## src/rtl/dot_product_sequencer.sv

```systemverilog
// Feeder for a pipelined signed MAC: loads vectors A and B from a valid/ready word
// stream, streams the element pairs into a freshly cleared MAC, counts MAC result
// pulses to find the final accumulator value, and offers it on a valid/ready port.
`timescale 1ns/1ps

module dot_product_sequencer #(
    parameter int unsigned WIDTH     = 14,
    parameter int unsigned ACC_WIDTH = 28,
    parameter int unsigned N         = 4
) (
    input  logic                        clk,
    input  logic                        reset,
    input  logic signed [WIDTH-1:0]     s_data,
    input  logic                        s_valid,
    output logic                        s_ready,
    output logic signed [WIDTH-1:0]     mac_a,
    output logic signed [WIDTH-1:0]     mac_b,
    output logic                        mac_valid_in,
    output logic                        mac_reset,
    input  logic signed [ACC_WIDTH-1:0] mac_f,
    input  logic                        mac_valid_out,
    output logic signed [ACC_WIDTH-1:0] m_data,
    output logic                        m_valid,
    input  logic                        m_ready
);

    localparam int unsigned IdxW = (N > 1) ? $clog2(N) : 1;
    localparam int unsigned CntW = $clog2(N + 1);

    localparam logic [IdxW-1:0] IdxLast = IdxW'(N - 1);
    localparam logic [CntW-1:0] CntLast = CntW'(N - 1);
    localparam logic [CntW-1:0] CntFull = CntW'(N);

    typedef enum logic [2:0] {
        StLoadA,
        StLoadB,
        StClear,
        StStream,
        StDrain,
        StOutput
    } state_e;

    state_e                  state_q;
    logic [IdxW-1:0]         idx_q;
    logic [CntW-1:0]         pulse_cnt_q;
    logic signed [WIDTH-1:0] vec_a_q [N];
    logic signed [WIDTH-1:0] vec_b_q [N];

    logic            s_fire;
    logic            m_fire;
    logic [IdxW-1:0] idx_next;
    logic            pulse_count_en;
    logic            pulse_done;

    assign s_fire   = s_valid & s_ready;
    assign m_fire   = m_valid & m_ready;
    assign idx_next = idx_q + IdxW'(1);

    // MAC result pulses are counted from the first STREAM cycle; the count saturates at N.
    assign pulse_count_en = mac_valid_out && (pulse_cnt_q != CntFull) &&
                            ((state_q == StStream) || (state_q == StDrain));

    // Last result is either arriving now or already arrived during STREAM (zero-latency MAC).
    assign pulse_done = (pulse_cnt_q == CntFull) ||
                        (mac_valid_out && (pulse_cnt_q == CntLast));

    // MAC is flushed during our own reset and for the single CLEAR cycle of every job.
    assign mac_reset = reset | (state_q == StClear);

    // Sequencer FSM with registered handshake and MAC-side outputs.
    always_ff @(posedge clk) begin
        if (reset) begin
            state_q      <= StLoadA;
            idx_q        <= '0;
            pulse_cnt_q  <= '0;
            s_ready      <= 1'b0;
            mac_a        <= '0;
            mac_b        <= '0;
            mac_valid_in <= 1'b0;
            m_valid      <= 1'b0;
            m_data       <= '0;
        end else begin
            if (pulse_count_en) begin
                pulse_cnt_q <= pulse_cnt_q + CntW'(1);
            end

            unique case (state_q)
                StLoadA: begin
                    // Covers the first cycle after reset, where s_ready is still low.
                    s_ready <= 1'b1;
                    if (s_fire) begin
                        vec_a_q[idx_q] <= s_data;
                        if (idx_q == IdxLast) begin
                            idx_q   <= '0;
                            state_q <= StLoadB;
                        end else begin
                            idx_q <= idx_next;
                        end
                    end
                end

                StLoadB: begin
                    if (s_fire) begin
                        vec_b_q[idx_q] <= s_data;
                        if (idx_q == IdxLast) begin
                            idx_q   <= '0;
                            s_ready <= 1'b0;
                            state_q <= StClear;
                        end else begin
                            idx_q <= idx_next;
                        end
                    end
                end

                StClear: begin
                    // Present element 0 so the first STREAM cycle already carries valid data.
                    pulse_cnt_q  <= '0;
                    idx_q        <= '0;
                    mac_valid_in <= 1'b1;
                    mac_a        <= vec_a_q[0];
                    mac_b        <= vec_b_q[0];
                    state_q      <= StStream;
                end

                StStream: begin
                    if (idx_q == IdxLast) begin
                        idx_q        <= '0;
                        mac_valid_in <= 1'b0;
                        mac_a        <= '0;
                        mac_b        <= '0;
                        state_q      <= StDrain;
                    end else begin
                        idx_q <= idx_next;
                        mac_a <= vec_a_q[idx_next];
                        mac_b <= vec_b_q[idx_next];
                    end
                end

                StDrain: begin
                    if (pulse_done) begin
                        m_data  <= mac_f;
                        m_valid <= 1'b1;
                        state_q <= StOutput;
                    end
                end

                StOutput: begin
                    if (m_fire) begin
                        m_valid <= 1'b0;
                        s_ready <= 1'b1;
                        state_q <= StLoadA;
                    end
                end

                default: begin
                    state_q <= StLoadA;
                end
            endcase
        end
    end

endmodule
```

## config.mk

```make
export PLATFORM = sky130hd
export DESIGN_NAME = dot_product_sequencer
export DESIGN_NICKNAME = d
export VERILOG_FILES = /design/src/rtl/dot_product_sequencer.sv
export SDC_FILE = /design/constraint.sdc
export NUM_CORES = 1
export LEC_CHECK = 0
export ABC_AREA = 1
export CELL_PAD_IN_SITES_DETAIL_PLACEMENT = 0
export CELL_PAD_IN_SITES_GLOBAL_PLACEMENT = 2
export CORE_AREA = 2 2 130 183
export CTS_CLUSTER_DIAMETER = 120
export DETAILED_ROUTE_END_ITERATION = 8
export DIE_AREA = 0 0 132 185
export PLACE_DENSITY = 0.84
export SYNTH_ARGS = -nofsm -noshare
export SYNTH_HDL_FRONTEND = slang
export SYNTH_SLANG_ARGS = --single-unit
export TNS_END_PERCENT = 100
```

## constraint.sdc

```tcl
create_clock -name clk -period 1.9 [get_ports clk]
set_clock_uncertainty 0.15 [all_clocks]
set_input_delay 0.19 -clock clk [delete_from_list [all_inputs] [get_ports clk]]
set_output_delay 0.19 -clock clk [all_outputs]
set_load 0.01 [all_outputs]
```

==> out/results.tsv <==
metric	value	unit
worst_ep_arrival_time	1750	ps
gr-total-overflow	0	
placedCellCount	1047	
hold_class	in2reg	
drt_iter0_markers	279	
start_kind	flop	
synth.distinct_cells	29	
tightest_slew	440	ps
hold_buffers	0	
syn_area	6990	um2
place.gp.congestion	0.744	
hpwl	11.3	mm
route.detailed.drc	0	
grt_use_met1	16.6	%
final_hold_viol_count	0	
syn_nets	688	
startpoint	state_q[2]$_SDFFE_PP0P_	
critPathCaptureType	flop	
core_area	22900	um2
grt_util_met2	25.2	%
diodes	0	
grt_pass1_vias	5156	
grt_pass1_wl	27.4	mm
r2r_start	state_q[2]$_SDFFE_PP0P_	
antenna_found_initial	0	
grt_max_degree	53	
synth_top_area_share	48.1	%
clock_latency	430	ps
cts_htree_levels	4	
cap_viol_max_count	0	
hold_start	mac_f[26]	
use_met3	4.68	%
ys_seq_area_share	67.3	%
syn_area_per_cell	11.0	um2
post_cts_buffers	0	
syn2layout_area_growth	32.0	%
synth-edff-count	112	
min_period_over_period	92.8	%
crit_path_cell_trace	nor3_1, nand3_1, nor2_1, buf_4	
rsz0062_at_grt	no	
io_pins	107	
synth_flop_cell	edfxtp_1	
cts_buffers	17	
cts-root-buf	clkbuf_16	
dieArea	24400	um2
critPathSlowestCell	dfxtp_2	
finalMaxSlewViolations	0	
cts_buffer_depth	2	
vias	5014	
synth_most_common_cell	nor2_1	
final_nets	814	
total_power	12.1	mW
synth_area_leaders	edfxtp_1 48%, dfxtp_1 19%, nor2_1 7.3%	
synth_seq_cells	179	
setup_slack	136	ps
synthCells	634	
critPathKind	reg2reg	
dr.pass1.iters	4	
cts_tree	yes	
pre_cts_ws	-71.9	ps
fillers	2239	
ys_top_cells_by_count	136 x nor2_1, 112 x edfxtp_1, 76 x o21ai_0	
clkTransAtPathRegs	70	ps
max_slew_margin	70.7	%
grt.busiest_layer	met2	
grtUsageTotal	14.5	%
fp.dieW	132	um
cts_sinks	179	
vdd_drop_max	0.673	mV
die_h	185	um
final_util	40.3	%
detail-route-antenna-nets	0	
async_reset_ff_share	0	%
crit_required	1890	ps
routed_wl	17.2	mm
status	completed	
drive_gt1_share	12.3	%
start_util	30.6	%
num_rows	66	
setup_viol	0	
yosys.area.top_type	edfxtp_1	
port_buffers	106	
synth_warnings	0	
worstPathMaxFanout	7	
fin_crit	1760	ps
wire_per_inst	16.0	um
p_leak	3.23	nW
pwr_density_cell	1320	nW/um2
vias_per_cell	4.65	
instances_no_fill	1079	
max_stage_delay	350	ps
max_freq	567	MHz
[sequential cells by signal (all words and copies together), names as in the netlist]
signal        cells
m_data           28
pulse_cnt_q       3
idx_q             2
s_ready           1
mac_valid_in      1
mac_a            14
state_q           3
m_valid           1
vec_a_q          56
mac_b            14
vec_b_q          56
[final timing paths]
kind / endpoint / slack (ps) / depth (start not counted)
hold reg to reg: pulse_cnt_q[0]$_SDFFE_PP0P_ / 340 / 2
hold / removal: m_data[26]$_SDFFE_PP0P_ / 190 / 3
setup / recovery: vec_b_q[1][1]$_DFFE_PP_ / 140 / 4
setup reg to reg: vec_b_q[1][1]$_DFFE_PP_ / 140 / 4
[placed cells by master (no fill, tap or decap), types with 2 or more instances in the layout]
cell type        count
inv_2                5
nand3_1             10
o22ai_1             28
buf_4               30
nor2_1             132
nand2_1             44
o21ai_1             14
dfxtp_2              3
dfxtp_1             64
inv_8                3
clkbuf_16           17
ha_1                 7
buf_12              11
edfxtp_1           112
a21oi_1             32
a211oi_1             2
nor2_2               5
nand3_2              3
clkdlybuf4s50_1    105
clkinvlp_4           3
clkinv_4             4
nor2_4               3
and2_1               2
o21ai_0             76
inv_1               18
a22oi_1             28
[per-layer routing]
metal,share of wire (%),wire length [um]
met5,0,0
met4,2.0,345
met3,6.6,1130
met2,50,8610
met1,41,7150
[through the flow]
step / cell area [um2] / hold WS, ps / TNS [ps]
2_1_floorplan: 7010 / 139 / -11360
3_3_place_gp: 8640 / 326 / -2620
3_5_place_dp: 8640 / 320 / -4070
4_1_cts: 9230 / 170 / 0
5_1_grt: 9230 / 184 / 0
6_report: 9230 / 189 / 0
[repair_timing]
action | CTS | global route
resized for setup | 4 | 5
setup endpoints to repair | 1 | 54
hold endpoints to repair | 0 | 0
[critical path: cells and delay by family (launching register included)]
| family | cells | cell delay (ps) |
|---|---|---|
| and+or+nand+nor | 3 | 770 |
| buffers and inverters | 1 | 220 |
| DFF | 1 | 350 |
[cell families (layout without fill, tap and decap cells)]
group / after synthesis / count (layout) / share of synthesized area (%)
simple gates: 202 / 202 / 11.9
buf+inv: 63 / 202 / 4.81
fa+ha+maj: 7 / 7 / 1.25
compound gates: 183 / 183 / 14.8
flops: 179 / 179 / 67.3
[final cells by class]
cell class	instances	area (um2)	area share, %
clock buffer	18	429	4.65
clock inverter	14	151	1.64
inverter	23	86.3	0.936
multi-input combinational	392	1970	21.3
sequential	179	4710	51.0
tap	306	383	4.15
timing repair buffer	147	1500	16.3
[report_power, final]
group,leakage (nW),switching [mW],internal (mW)
clock network,0.275,1.58,1.85
logic,1.40,2.33,1.74
registers,1.55,0.179,4.46
total,3.23,4.08,8.06
Note: power is estimated with default switching activity, not from simulation.
